<file path="config.mk">
export PLATFORM = sky130hd
export DESIGN_NAME = writeback_arbiter
export DESIGN_NICKNAME = d
export VERILOG_FILES = /design/src/rtl/wb_pkg.sv /design/src/rtl/wb_fifo.sv /design/src/rtl/writeback_arbiter.sv
export SDC_FILE = /design/constraint.sdc
export NUM_CORES = 1
export LEC_CHECK = 0
export ABC_AREA = 1
export CAP_MARGIN = 10
export CORE_MARGIN = 2
export CORE_UTILIZATION = 47
export DETAILED_ROUTE_END_ITERATION = 8
export PLACE_DENSITY_LB_ADDON = 0.08
export RECOVER_POWER = 25
export SLEW_MARGIN = 20
export SYNTH_ARGS = -nofsm -noshare
export SYNTH_HDL_FRONTEND = slang
export SYNTH_SLANG_ARGS = --single-unit
export TNS_END_PERCENT = 20
</file>
<file path="constraint.sdc">
create_clock -name clk -period 3.8 [get_ports clk]
set_clock_uncertainty 0.1 [all_clocks]
set_input_delay 0.57 -clock clk [delete_from_list [all_inputs] [get_ports clk]]
set_output_delay 0.57 -clock clk [all_outputs]
set_load 0.01 [all_outputs]
</file>
<file path="src/rtl/wb_pkg.sv">
// Shared types for the writeback arbiter: default widths, the queued request
// record and the source identifier used for round-robin state.
// Optional feature macro: WB_KEY_CHECK_EN (adds the key field to wb_req_t).
package wb_pkg;

  localparam int unsigned ADDR_W = 10;
  localparam int unsigned DATA_W = 32;
  localparam int unsigned KEY_W  = 16;

  // One queued write; the key travels with the entry only when it is checked.
  typedef struct packed {
    logic [ADDR_W-1:0] addr;
    logic [DATA_W-1:0] data;
`ifdef WB_KEY_CHECK_EN
    logic [KEY_W-1:0]  key;
`endif
  } wb_req_t;

  typedef enum logic {
    SRC_ALU = 1'b0,
    SRC_MEM = 1'b1
  } wb_src_e;

endpackage

</file>
<file path="src/rtl/wb_fifo.sv">
// Synchronous request FIFO with occupancy count. Ready depends only on the
// registered count, so a full FIFO never accepts even when popped that cycle.
module wb_fifo
  import wb_pkg::*;
#(
  parameter int unsigned DEPTH = 4
) (
  input  logic                   clk,
  input  logic                   rst_n,
  input  logic                   push_valid,
  output logic                   push_ready,
  input  wb_req_t                push_req,
  input  logic                   pop,
  output wb_req_t                head,
  output logic                   head_valid,
  output logic [$clog2(DEPTH):0] count
);

  localparam int unsigned PtrW = $clog2(DEPTH);
  localparam logic [PtrW:0] CountFull = (PtrW + 1)'(DEPTH);

  wb_req_t         storage [DEPTH];
  logic [PtrW-1:0] wr_ptr_q;
  logic [PtrW-1:0] rd_ptr_q;
  logic [PtrW:0]   count_q;
  logic [PtrW:0]   count_d;
  logic            do_push;
  logic            do_pop;

  assign push_ready = (count_q != CountFull);
  assign head_valid = (count_q != '0);
  assign do_push    = push_valid && push_ready;
  assign do_pop     = pop && head_valid;
  assign head       = storage[rd_ptr_q];
  assign count      = count_q;

  // Occupancy next state; push and pop together leave it unchanged.
  always_comb begin
    count_d = count_q;
    case ({do_push, do_pop})
      2'b10:   count_d = count_q + 1'b1;
      2'b01:   count_d = count_q - 1'b1;
      default: count_d = count_q;
    endcase
  end

  // Pointers and count; pointers wrap naturally since DEPTH is a power of two.
  always_ff @(posedge clk or negedge rst_n) begin
    if (!rst_n) begin
      wr_ptr_q <= '0;
      rd_ptr_q <= '0;
      count_q  <= '0;
    end else begin
      if (do_push) wr_ptr_q <= wr_ptr_q + 1'b1;
      if (do_pop)  rd_ptr_q <= rd_ptr_q + 1'b1;
      count_q <= count_d;
    end
  end

  // Entry storage needs no reset: the count gates every read.
  always_ff @(posedge clk) begin
    if (do_push) storage[wr_ptr_q] <= push_req;
  end

endmodule

</file>
<file path="src/rtl/writeback_arbiter.sv">
// Round-robin merge of the ALU and load-result write streams into one
// registered write strobe per cycle. Address-0 writes are discarded silently.
// Optional feature macro: WB_KEY_CHECK_EN (drop and count writes whose key
// differs from key_access). Width parameters must match the wb_pkg constants.
module writeback_arbiter
  import wb_pkg::wb_req_t;
  import wb_pkg::wb_src_e;
  import wb_pkg::SRC_ALU;
  import wb_pkg::SRC_MEM;
#(
  parameter int unsigned ADDR_W = wb_pkg::ADDR_W,
  parameter int unsigned DATA_W = wb_pkg::DATA_W,
  parameter int unsigned KEY_W  = wb_pkg::KEY_W,
  parameter int unsigned DEPTH  = 4
) (
  input  logic              clk,
  input  logic              rst_n,
  input  logic              alu_valid,
  output logic              alu_ready,
  input  logic [ADDR_W-1:0] alu_addr,
  input  logic [DATA_W-1:0] alu_data,
  input  logic [KEY_W-1:0]  alu_key,
  input  logic              mem_valid,
  output logic              mem_ready,
  input  logic [ADDR_W-1:0] mem_addr,
  input  logic [DATA_W-1:0] mem_data,
  input  logic [KEY_W-1:0]  mem_key,
  input  logic [KEY_W-1:0]  key_access,
  output logic              rf_wen,
  output logic [ADDR_W-1:0] rf_addr,
  output logic [DATA_W-1:0] rf_data,
  output logic [7:0]        drop_cnt,
  output logic              busy
);

  localparam int unsigned CntW = $clog2(DEPTH) + 1;

  wb_req_t           alu_req;
  wb_req_t           mem_req;
  wb_req_t           alu_head;
  wb_req_t           mem_head;
  wb_req_t           granted;
  logic              alu_head_valid;
  logic              mem_head_valid;
  logic [CntW-1:0]   alu_count;
  logic [CntW-1:0]   mem_count;
  logic              grant_alu;
  logic              grant_mem;
  logic              any_grant;
  logic              addr_zero;
  logic              key_bad;
  logic              write_ok;
  wb_src_e           last_grant_q;
  logic              rf_wen_q;
  logic [ADDR_W-1:0] rf_addr_q;
  logic [DATA_W-1:0] rf_data_q;

  // Pack incoming requests into FIFO records.
  always_comb begin
    alu_req      = '0;
    alu_req.addr = alu_addr;
    alu_req.data = alu_data;
    mem_req      = '0;
    mem_req.addr = mem_addr;
    mem_req.data = mem_data;
`ifdef WB_KEY_CHECK_EN
    alu_req.key  = alu_key;
    mem_req.key  = mem_key;
`endif
  end

  wb_fifo #(
    .DEPTH(DEPTH)
  ) u_alu_fifo (
    .clk       (clk),
    .rst_n     (rst_n),
    .push_valid(alu_valid),
    .push_ready(alu_ready),
    .push_req  (alu_req),
    .pop       (grant_alu),
    .head      (alu_head),
    .head_valid(alu_head_valid),
    .count     (alu_count)
  );

  wb_fifo #(
    .DEPTH(DEPTH)
  ) u_mem_fifo (
    .clk       (clk),
    .rst_n     (rst_n),
    .push_valid(mem_valid),
    .push_ready(mem_ready),
    .push_req  (mem_req),
    .pop       (grant_mem),
    .head      (mem_head),
    .head_valid(mem_head_valid),
    .count     (mem_count)
  );

  // Round-robin grant: on contention the source not granted last wins.
  always_comb begin
    grant_alu = 1'b0;
    grant_mem = 1'b0;
    if (alu_head_valid && mem_head_valid) begin
      if (last_grant_q == SRC_MEM) grant_alu = 1'b1;
      else                         grant_mem = 1'b1;
    end else if (alu_head_valid) begin
      grant_alu = 1'b1;
    end else if (mem_head_valid) begin
      grant_mem = 1'b1;
    end
  end

  assign any_grant = grant_alu || grant_mem;
  assign granted   = grant_alu ? alu_head : mem_head;

  // Suppression: address 0 takes precedence and is never counted as a drop.
  always_comb begin
    addr_zero = (granted.addr == '0);
    key_bad   = 1'b0;
`ifdef WB_KEY_CHECK_EN
    key_bad   = (granted.key != key_access);
`endif
    write_ok  = any_grant && !addr_zero && !key_bad;
  end

  // Registered write strobe; address and data hold when nothing is written.
  always_ff @(posedge clk or negedge rst_n) begin
    if (!rst_n) begin
      rf_wen_q     <= 1'b0;
      rf_addr_q    <= '0;
      rf_data_q    <= '0;
      last_grant_q <= SRC_MEM;
    end else begin
      rf_wen_q <= write_ok;
      if (write_ok) begin
        rf_addr_q <= granted.addr;
        rf_data_q <= granted.data;
      end
      if (any_grant) last_grant_q <= grant_alu ? SRC_ALU : SRC_MEM;
    end
  end

`ifdef WB_KEY_CHECK_EN
  logic [7:0] drop_cnt_q;
  logic       drop_hit;

  assign drop_hit = any_grant && !addr_zero && key_bad;

  // Saturating count of key-rejected writes.
  always_ff @(posedge clk or negedge rst_n) begin
    if (!rst_n) begin
      drop_cnt_q <= '0;
    end else if (drop_hit && (drop_cnt_q != 8'hFF)) begin
      drop_cnt_q <= drop_cnt_q + 1'b1;
    end
  end

  assign drop_cnt = drop_cnt_q;
`else
  // Keys are ignored when the check is compiled out.
  logic unused_keys;
  assign unused_keys = ^{alu_key, mem_key, key_access, key_bad};
  assign drop_cnt    = 8'd0;
`endif

  assign rf_wen  = rf_wen_q;
  assign rf_addr = rf_addr_q;
  assign rf_data = rf_data_q;
  assign busy    = (|alu_count) || (|mem_count);

endmodule

</file>
### Word-level counts from Yosys, hierarchy flattened

Memory sizes are Yosys's and may differ from the RTL's.
Cells that the tools add are included.

* register bits after elaboration: 58
* latch bits: 0
* bits in writable memories: 336
* memory bits (read-only): 0
* input bits: 136
* output and inout bits: 54
* logic and storage cells: 57
* memories kept: 2

Memories
* u_alu_fifo.storage: depth 4, bits a word 42, read ports 1, clocked after Yosys merged registers in 0, wr ports 1, line wb_fifo.sv:22 `wb_req_t storage [DEPTH];`
* u_mem_fifo.storage: depth 4, bits a word 42, read ports 1, clocked after Yosys merged registers in 0, wr ports 1, line wb_fifo.sv:22

* $add $sub $neg: 8
* $mul: 0
* divide/modulo/power cells: 0
* order comparisons: 0
* equal/unequal tests: 6
* shift operators: 0
* muxes and demuxes: 15
* bitwise logic cells: 0
* reduce and logical (&&, ||, !) cells: 16

Operators by type and width (number)
* $mux 42: 1
* $mux 1: 12
* $pmux 3 s2: 2
* $logic_not 10->1: 1
* $add 2x1->2 const B: 4
* $add 3x1->3 const B: 2
* $logic_and 1x1->1: 6
* $ne 3x3->1 const B: 2
* $reduce_bool 3->1: 2
* $reduce_or 3->1: 2
* $sub 3x1->3 const B: 2
* $eq 2x1->1 const B: 2
* $eq 2x2->1 const B: 2
* $reduce_bool 2->1: 2
* $logic_or 1x1->1: 2
* $logic_not 1->1: 1

### Longest topological paths before layout

* word-level depth: 7
* gate-level depth with buffers: 15
* mapped depth without buffers: 14

### Cells and area by module

A second synthesis with hierarchy kept.

* cell total of the unflattened synthesis: 1469
* area total of the unflattened synthesis: 17210.3 um^2

Modules (own cells, without submodules)
* wb_fifo (u_alu_fifo): instances 1, cells each 549, area each 7325.8 um^2, seq. area each 5220.0 um^2
* wb_fifo (u_mem_fifo): instances 1, cells each 549, area each 7324.5 um^2, seq. area each 5220.0 um^2
* writeback_arbiter: instances 1, cells each 371, area each 2560.0 um^2, seq. area each 1102.3 um^2

### Worst setup path after synthesis

OpenSTA, ideal clock, no wires.

* kind: flip-flop to flip-flop
* start: register u_alu_fifo.count_q[0], in the netlist u_alu_fifo.count[0]
* end: memory u_alu_fifo.storage[0][0] (netlist bit) (enable)
* library setup time: 0.442 ns
* arrival: 2.569 ns
* data required time: 3.258 ns
* path slack: 0.689 ns
* cell stages (with the launch flop): 5
* path buffers: 0
* period minus slack after synthesis: 3.111 ns
* cells stage by stage: dfrtp_1 inv_2 nand3_1 nand2_1 nor2_1

* cells in the longest elaborated chain, start to end: 4

Ends and longest elaborated chain
* start: declaration: line wb_fifo.sv:25 `logic [PtrW:0] count_q;`
* start signal: assignment: line wb_fifo.sv:56 `count_q <= count_d;`
* $ne 3x3->1: line wb_fifo.sv:30 `assign push_ready = (count_q != CountFull);`
* via alu_ready: line writeback_arbiter.sv:19 `output logic alu_ready,`
* $logic_and 1x1->1: line wb_fifo.sv:32 `assign do_push = push_valid && push_ready;`
* $mux 1: line wb_fifo.sv:62 `if (do_push) storage[wr_ptr_q] <= push_req;`
* $mux 1 (implied by the code): line wb_fifo.sv:62
* end: declaration: line wb_fifo.sv:22

The timed path passes the listed nets, and every way through them passes these cells.

### Worst setup path in the final report

* start: register u_mem_fifo.count_q[0], in the netlist u_mem_fifo.count[0]
* end: output port busy

* cells in the longest elaborated chain, start to end: 2

Ends and longest elaborated chain
* start: declaration: line wb_fifo.sv:25
* start signal: assignment: line wb_fifo.sv:56
* $reduce_or 3->1: line writeback_arbiter.sv:170 `assign busy = (|alu_count) || (|mem_count);`
* $logic_or 1x1->1: line writeback_arbiter.sv:170
* end: declaration: line writeback_arbiter.sv:33 `output logic busy`

No other way between the ends.

==> impl_metrics.json <==
{
  "chipHeight_um": 186.7,
  "period_share": 0.7994,
  "grt_pass1_wl_um": 55370,
  "reg2reg_slack_ns": 0.86,
  "die_x_um": 186.7,
  "start_util": 0.4798,
  "grt_usage": 0.2062,
  "startpoint": "u_mem_fifo.count[0]",
  "grt_max_degree": 65,
  "yosysTopAreaCell": "edfxtp_1",
  "async_reset_ff_frac": 0.1472,
  "fin_crit_ns": 3.038,
  "synth-compound-area-share": 0.07511,
  "synth-adder-area-share": 0.01053,
  "hold_start": "rf_addr[1]",
  "cts_htree_levels": 2,
  "hold_buffers": 0,
  "yosysSeqAreaShare": 0.7356,
  "yosys.area_share.simple": 0.1353,
  "netlist_top_cells_area": "edfxtp_1 64%, dfrtp_1 9.1%, nand2_1 5.8%",
  "num_io_pins": 190,
  "ant_nets": 0,
  "arrival_ns": 2.37,
  "fin_setup_tns_ns": 0,
  "synth_top_area_frac": 0.6430,
  "grt.overflow.total": 0,
  "tritoncts": "built",
  "cp_data_required_time_ns": 3.13,
  "coreArea_um2": 32700,
  "die_area_um2": 34860,
  "setup_viol": 0,
  "r2r-start": "u_alu_fifo.rd_ptr_q[1]",
  "reg2reg_to": "rf_data[28]",
  "synth_xor_area_frac": 0.004465,
  "clock_path_buffers": 3,
  "drc": 0,
  "cp-start-kind": "register",
  "cts_setup_buffers": 0,
  "rsz0062_at_grt": "false",
  "clock_sinks": 394,
  "seq_area_um2": 11540,
  "dr.pass1.iters": 5,
  "cts_buffers": 42,
  "r2r_cells": 12,
  "synth_top_family_by_area": "simple AND/OR/NAND/NOR gates",
  "yosysUniqueCellTypes": 28,
  "postSynthCellCount": 1300,
  "synth-warning-count": 0,
  "synth_most_common_cell": "edfxtp_1",
  "viasPerCell": 5.240,
  "place_ws_ns": 0.8701,
  "drive_gt1_frac": 0.07603,
  "synthTopCellsByCount": "336 x edfxtp_1, 244 x nand2_1, 210 x nor2_1, 136 x o21ai_0, 74 x nand3_1",
  "cp_max_fo": 23,
  "multi_input_area_um2": 3627,
  "wire_per_inst_um": 19.15,
  "diodes": 0,
  "syn-cell-area_um2": 15690,
  "slowest_delay_ns": 0.56,
  "path_cells": "inv_2 > nand3_1 > nand2_2 > nand2_2 > buf_4 > nand2_1 > clkdlybuf4s50_1",
  "violations": "max-capacitance violations, max-slew violations",
  "critPathSlowestCell": "clkdlybuf4s50_1",
  "fin_cells": 1902,
  "synth_edf_count": 336,
  "clock_latency_ns": 0.52,
  "antenna_found_initial": 2,
  "post-dp-hpwl_um": 21760,
  "gp_congestion": 0.7668,
  "critPathMostFrequentCell": "nand2_2",
  "status": "complete, but fails checks",
  "muxShareOfSynthArea": 0,
  "clk_pin_slew_worst_paths_ns": 0.06,
  "dp.cells": 1825,
  "worstSetupEndpointType": "primary output",
  "drt-initial-drc-count": 680,
  "maxSlewHeadroom": -0.3403,
  "finalWirelength_um": 36420,
  "maxCapViolCount": 1,
  "cts_resized": 0,
  "holdWs_ns": 0.3672,
  "synth_ff_type": "edfxtp_1",
  "fin_ws_ns": 0.7622,
  "fin_nets": 1575,
  "rows": 66,
  "min_path_cells": 2,
  "hold_viol_final": 0,
  "hold_class": "register to register",
  "path_delay_family": "buffers and inverters",
  "vias": 9966,
  "fmax_mhz": 329.2,
  "min_to": "rf_addr[1]",
  "synth_seq_cells": 394,
  "worstMarginPinSlew_ns": 2.010,
  "ir_drop_mv": 0.4363,
  "grt_pass1_vias": 9522,
  "power_leakage_nw": 6.956,
  "worst-path-buf-inv": 3,
  "critical_path_class": "register to primary output",
  "port_buffers": 133,
  "area_growth_pct": 19.67,
  "syn_avg_cell_area_um2": 12.07,
  "cts_root_buf": "clkbuf_16",
  "drv_slew": 36,
  "p_per_area_nw_per_um2": 866.8,
  "fillerInstances": 2749
}
[report_power, final]
group / leakage (nW) / internal (mW) / switching, mW
registers: 3.76 / 5.86 / 0.468
logic: 2.54 / 2.05 / 3.99
clock network: 0.655 / 2.35 / 1.56
total: 6.96 / 10.3 / 6.01
[final cells by class]
cell class,instances,share of cell area
well taps,442,0.02945
inverters,49,0.009795
clock inverters,13,0.005930
clock buffers,64,0.06523
flip-flops and latches,394,0.6148
repair buffers,159,0.08162
multi-input cells,781,0.1932
[worst min-delay path, stage by stage (launching register included)]
cell and delay (ns):
dfrtp_1 0.34, nand2_1 0.05, nand2_1 0.04
[placed cells by master, fill, tap and decap left out, types with 12 or more instances in the layout]
master | synthesis | final
o21ai_0 | 136 | 136
edfxtp_1 | 336 | 336
o22ai_1 | 50 | 50
buf_4 | 12 | 25
dlygate4sd3_1 | 0 | 54
clkbuf_16 | 0 | 43
a31oi_1 | 14 | 14
nand2_1 | 244 | 244
o21ai_1 | 13 | 13
nand3_1 | 74 | 74
clkbuf_1 | 34 | 15
nor2_1 | 210 | 202
dfrtp_1 | 57 | 55
inv_1 | 37 | 37
clkdlybuf4s50_1 | 0 | 78
inv_2 | 12 | 12
[per-layer routing]
layer	part of all wire	track usage	up-vias
met3	0.051	0.03348	48
met1	0.43	0.2792	4875
met5	0.00082	0	-
met4	0.015	0.04731	4
li1	-	-	4779
met2	0.50	0.3519	260
[cells by family (layout without fill, tap and decap cells)]
kind of cell             count (synthesis)  after routing
AND/OR/NAND/NOR                        534            534
flip-flops                             394            394
AO/OA/AOI/OAI                          219            219
buffers and inverters                  132            285
adder cells (fa/ha/maj)                 12             12
XOR/XNOR                                 8              8
other                                    1              8
[worst max-delay path by stage]
stage                                    end  slack (ns)  cells after the start
finish                                  busy        0.76                      7
global route                     rf_data[28]        0.55                     12
CTS                                     busy        0.74                      7
detailed placement                rf_addr[9]        0.87                     12
global placement                  rf_addr[1]        0.90                     12
floorplan           u_alu_fifo.storage[0][0]        0.69                      4
[flip-flops by register name, summed over array words and instances (netlist names), 3 cells and up]
signal and flops:
u_alu_fifo.count 3, u_mem_fifo.count 3, rf_addr 10, u_alu_fifo.storage 168, rf_data 32, u_mem_fifo.storage 168
[stage by stage]
step	cell area, um^2	util	total power [mW]
final	18780	0.5742	16.28
after global routing	18780	0.5742	17.40
after CTS	18780	0.5743	16.50
after detailed placement	17440	0.5334	12.55
after global placement	17440	0.5334	12.47
after floorplan	15720	-	10.29
Note: power is estimated with default switching activity, not from simulation.
